### config.mk
export PLATFORM = sky130hd
export DESIGN_NAME = qpd_sumdiff_stream
export DESIGN_NICKNAME = d
export VERILOG_FILES = /design/src/rtl/qpd_sumdiff_stream.sv
export SDC_FILE = /design/constraint.sdc
export NUM_CORES = 1
export LEC_CHECK = 0
export ABC_AREA = 1
export CAP_MARGIN = 10
export CELL_PAD_IN_SITES_DETAIL_PLACEMENT = 0
export CELL_PAD_IN_SITES_GLOBAL_PLACEMENT = 1
export CORE_UTILIZATION = 35
export CTS_BUF_LIST = sky130_fd_sc_hd__clkbuf_8
export DETAILED_ROUTE_END_ITERATION = 16
export HOLD_SLACK_MARGIN = 0.03
export PLACE_DENSITY = 0.85
export SETUP_SLACK_MARGIN = 0.05
export SLEW_MARGIN = 20
export SYNTH_ARGS = -nofsm -noshare
export SYNTH_HDL_FRONTEND = slang
export SYNTH_SLANG_ARGS = --single-unit
export TNS_END_PERCENT = 1
### constraint.sdc
create_clock -name clk_i -period 5.56 [get_ports clk_i]
set_input_delay 1.112 -clock clk_i [delete_from_list [all_inputs] [get_ports clk_i]]
set_output_delay 1.112 -clock clk_i [all_outputs]
set_load 0.1 [all_outputs]
### src/rtl/qpd_sumdiff_stream.sv
// qpd_sumdiff_stream: snapshots NPAIR QPD channel pairs per tick and streams scaled, saturated sum/diff per pair
module qpd_sumdiff_stream #(
   parameter int W = 24,
   parameter int NPAIR = 2,
   parameter int INVERT = 1,
   parameter int CNTW = 32,
   localparam int PW = (NPAIR > 1) ? $clog2(NPAIR) : 1
) (
   input  logic                    clk_i,
   input  logic                    reset_i,
   input  logic                    tick_i,
   input  logic [2*NPAIR*W-1:0]    data_i,
   output logic [W-1:0]            sum_o,
   output logic [W-1:0]            diff_o,
   output logic [PW-1:0]           pair_o,
   output logic                    valid_o,
   input  logic                    ready_i,
   output logic                    frame_done_o,
   output logic [CNTW-1:0]         count_o,
   output logic                    overrun_o
);
   typedef enum logic [1:0] {IDLE, LOAD, EMIT} state_t;
   state_t state, state_nx;
   logic [2*NPAIR*W-1:0] snap;
   logic acc, last, capture, advance;
   logic [PW-1:0] sel;
   logic signed [W-1:0] a, b;
   logic signed [W+1:0] s_x, d_x;

   // Optional negation, halving, then clamp; the top three bits agree exactly when the value fits in W bits.
   function automatic logic [W-1:0] scale(input logic signed [W+1:0] x);
      logic signed [W+1:0] n, h;
      n = (INVERT != 0) ? -x : x;
      h = n >>> 1;
      return (h[W+1:W-1] == 3'b000 || h[W+1:W-1] == 3'b111) ? h[W-1:0] : {h[W+1], {(W-1){~h[W+1]}}};
   endfunction

   // Handshake decode, next state and selection of the pair to present next.
   always_comb begin
      acc = state == EMIT && ready_i;
      last = acc && pair_o == PW'(NPAIR - 1);
      capture = tick_i && (state == IDLE || last);
      advance = state == LOAD || (acc && !last);
      sel = (state == LOAD) ? '0 : pair_o + 1'b1;
      state_nx = capture ? LOAD : (state == LOAD) ? EMIT : last ? IDLE : state;
      a = '0;
      b = '0;
      for (int p = 0; p < NPAIR; p++)
         if (sel == PW'(p)) begin
            a = snap[2*p*W +: W];
            b = snap[(2*p+1)*W +: W];
         end
      s_x = {{2{a[W-1]}}, a} + {{2{b[W-1]}}, b};
      d_x = {{2{a[W-1]}}, a} - {{2{b[W-1]}}, b};
   end

   // State register.
   always_ff @(posedge clk_i or posedge reset_i)
      if (reset_i) state <= IDLE;
      else state <= state_nx;

   // Snapshot capture on accepted ticks; any other tick while busy is dropped and flagged.
   always_ff @(posedge clk_i or posedge reset_i)
      if (reset_i) begin
         snap <= '0;
         overrun_o <= 1'b0;
      end else begin
         if (capture) snap <= data_i;
         if (tick_i && state != IDLE && !capture) overrun_o <= 1'b1;
      end

   // Beat register: load a new pair on LOAD or non-final accept, close the frame on final accept.
   always_ff @(posedge clk_i or posedge reset_i)
      if (reset_i) begin
         sum_o <= '0;
         diff_o <= '0;
         pair_o <= '0;
         valid_o <= 1'b0;
         frame_done_o <= 1'b0;
         count_o <= '0;
      end else begin
         frame_done_o <= 1'b0;
         if (advance) begin
            sum_o <= scale(s_x);
            diff_o <= scale(d_x);
            pair_o <= sel;
            valid_o <= 1'b1;
         end else if (last) begin
            valid_o <= 1'b0;
            frame_done_o <= 1'b1;
            count_o <= count_o + 1'b1;
         end
      end
endmodule

==> metrics.md <==
| Metric | Value |
|---|---|
| Clk root buf | `clkbuf_8` |
| Post-Synth Simple-Gate Area | `0.2192` |
| Largest family of logic cells by synthesized area | `simple AND/OR/NAND/NOR gates` |
| Xor and xnor area share after synthesis | `0.05940` |
| CP arrival | `5.04 ns` |
| Nets | `1,664` |
| Setup Fix Bufs, Post-CTS | `0` |
| Die Wd | `178.6 um` |
| Most frequent cells in the layout | `nand2_1 (268), clkdlybuf4s50_1 (183), dfrtp_1 (182)` |
| Iteration-0 DRC Markers | `618` |
| RSZ-0062 raised after global routing | `false` |
| Fin. max-slew vios | `0` |
| Max FO, Critical Path | `30` |
| Largest net degree at the start of global routing | `150` |
| Min cycle time layout | `4.647 ns` |
| Die Ht | `178.6 um` |
| Number of antenna violations at the first check in global routing | `0` |
| Post-route cell area | `13,550 sq um` |
| MaxCap Viol Count | `0` |
| Placer Congestion | `0.8942` |
| Layout area overhead | `24.19%` |
| Number of global-route vias before repair | `9,081` |
| Inst Count DP | `1,872` |
| Tcrit/Tclk final | `0.8359` |
| DR pass1 iterations | `5` |
| Initial core utilization | `0.3558` |
| Post-Synth Adder-Cell Area | `0.08050` |
| Register area share after synthesis | `0.4174` |
| Final std cells w/o fill | `1,904` |
| Antenna cells | `0` |
| Hold Buf Count CTS | `0` |
| First-pass GRT wire length | `48,950 um` |
| Sink Count | `182` |
| Post-synth top flop | `dfrtp_1` |
| FF-to-FF setup slack | `0.91 ns` |
| Die ar. | `31,890 sq um` |
| Setup TNS Final | `0 ns` |
| EDFF count, synth | `0` |
| Port buffer count | `183` |
| Post-Syn Area | `10,910 sq um` |
| FF+latch count, synth | `182` |
| Crit. End Element | `flop` |
| Wirelength per Cell | `16.23 um` |
| Max clock buf depth | `2` |
| WL final | `30,910 um` |
| Setup Skew | `0.01650 ns` |
| Synth unique cells | `44` |
| Total CTS buffers | `17` |
| Core area | `30,670 sq um` |
| Net Count, Synth | `1,497` |
| RR Startpoint | `state[1]$_DFFE_PP0P_` |
| PostCTS Resize Cnt | `0` |
| GRT overflow | `0` |
| Share of cells above drive strength 1 | `0.08289` |
| RR Endpoint | `sum_o[21]$_DFFE_PP0P_` |
| CTS clk-pin slew, worst paths | `0.10 ns` |
| Area after DPL | `13,140 sq um` |
| All-Layer GR Usage | `0.2004` |
| H-tree Lvls | `4` |
| Site row count | `64` |
| Outcome | `finished, final reports clean` |
| Synth Instances | `1,328` |
| Worst Setup Start Kind | `flop` |
| DRC | `0` |
| Crit path from | `state[1]$_DFFE_PP0P_` |
| Worst skew pair latency | `0.49 ns` |
| CP Class | `reg -> reg` |
| Hold WC Path Type | `reg -> reg` |
| CP required | `5.96 ns` |
| Detail Placement HPWL | `24,670 um` |
| Slew margin rel. | `0.3130` |
| Async SR Flop Fraction | `1.000` |
| Crit path capture | `sum_o[21]$_DFFE_PP0P_` |
| Worst R2R Path Depth | `16` |
| CTS tree | `built` |
| I/O pins | `184` |
| Post-synthesis mux area share | `0.05160` |
| Commonest non-fill, non-tap cell in the layout | `nand2_1` |
| Syn avg cell area | `8.217 sq um` |
| Routed Antenna Nets | `0` |
| Final setup viols | `0` |
| DR vias/cell | `4.866` |
| Synth warn | `0` |
| FMAX | `215.2 MHz` |
| Post-synthesis compound-gate area fraction | `0.09815` |
| Fin. Hold Viols | `0` |
| Slew of the pin with the lowest slew margin | `1.027 ns` |
| Hold Startpoint | `overrun_o$_DFFE_PP0P_` |
| Via count | `9,265` |
[cell type report]
class	instances	area, sq um
multi-input combinational	941	5560
tap	396	495.5
fill	3079	17120
sequential	182	4554
timing repair buffer	190	1909
clock buffer	17	234.0
clock inverter	15	182.7
inverter	163	615.6
[cells in the mapped netlist (16+ instances only)]
library cell  number  share of area
a21oi_1           91          0.042
clkbuf_1          26         0.0089
dfrtp_1          182           0.42
ha_1              67          0.077
inv_1            155          0.053
mux2_2            50          0.052
nand2_1          269          0.093
nand3_1           89          0.041
nand4_1           16         0.0092
nor2_1           121          0.042
nor3_1            16         0.0073
o21ai_0           68          0.031
xnor2_1           16          0.013
xor2_1            58          0.047
[kinds of logic (layout without fill, tap and decap cells)]
kind of cell	after synthesis	after routing
AND/OR/NAND/NOR	549	549
buffers and inverters	205	385
AO/OA/AOI/OAI	199	199
flip-flops	182	182
XOR/XNOR	74	74
adder cells (fa/ha/maj)	69	69
multiplexers	50	50
[flip-flops by register name, indices dropped and copies added (netlist names)]
| register | flops |
|---|---|
| diff_o | 24 |
| overrun_o | 1 |
| snap | 96 |
| count_o | 32 |
| pair_o | 1 |
| valid_o | 1 |
| sum_o | 24 |
| frame_done_o | 1 |
| state | 2 |
[stage by stage]
stage,hold WS [ns],worst slack [ns],utilization
floorplan,0.4737,1.294,-
global placement,0.4571,1.073,0.4283
detailed placement,0.4430,0.9944,0.4283
CTS,0.4761,0.9490,0.4419
global route,0.4877,0.4016,0.4419
finish,0.4736,0.9126,0.4419
[routing by layer]
| layer | part of all wire | track usage | wire length [um] | vias to the layer above |
|---|---|---|---|---|
| met2 | 0.47 | 0.3257 | 14540 | 174 |
| met4 | 0.011 | 0.04520 | 342 | 0 |
| li1 | - | - | - | 4656 |
| met5 | 0 | 0 | 0 | - |
| met3 | 0.031 | 0.02600 | 954 | 19 |
| met1 | 0.49 | 0.2822 | 15070 | 4416 |
[worst max-delay path, stage by stage (launching register included)]
cell and delay (ns):
dfrtp_1 0.43, inv_2 0.07, nand2_2 0.14, nand2_2 0.25, buf_4 0.34, mux2_2 0.42, ha_1 0.33, ha_1 0.24
fa_1 0.41, nand3_1 0.10, nand2_1 0.13, a21o_1 0.23, nand3_1 0.08, nand3_1 0.12, xor2_1 0.25, nand3_1 0.67
nand3_1 0.35
[how the worst min path moves through the flow]
stage / slack (ns) / cells past startpoint / to
6_report: 0.47 / 1 / overrun_o$_DFFE_PP0P_
5_1_grt: 0.49 / 1 / overrun_o$_DFFE_PP0P_
4_1_cts: 0.48 / 1 / overrun_o$_DFFE_PP0P_
3_5_place_dp: 0.44 / 1 / overrun_o$_DFFE_PP0P_
3_3_place_gp: 0.46 / 1 / overrun_o$_DFFE_PP0P_
2_1_floorplan: 0.47 / 1 / snap[25]$_DFFE_PP0P_
Power is left out: the tool's default activity adds up to more than one toggle a clock period on the data nets, which glitch-free logic cannot reach.
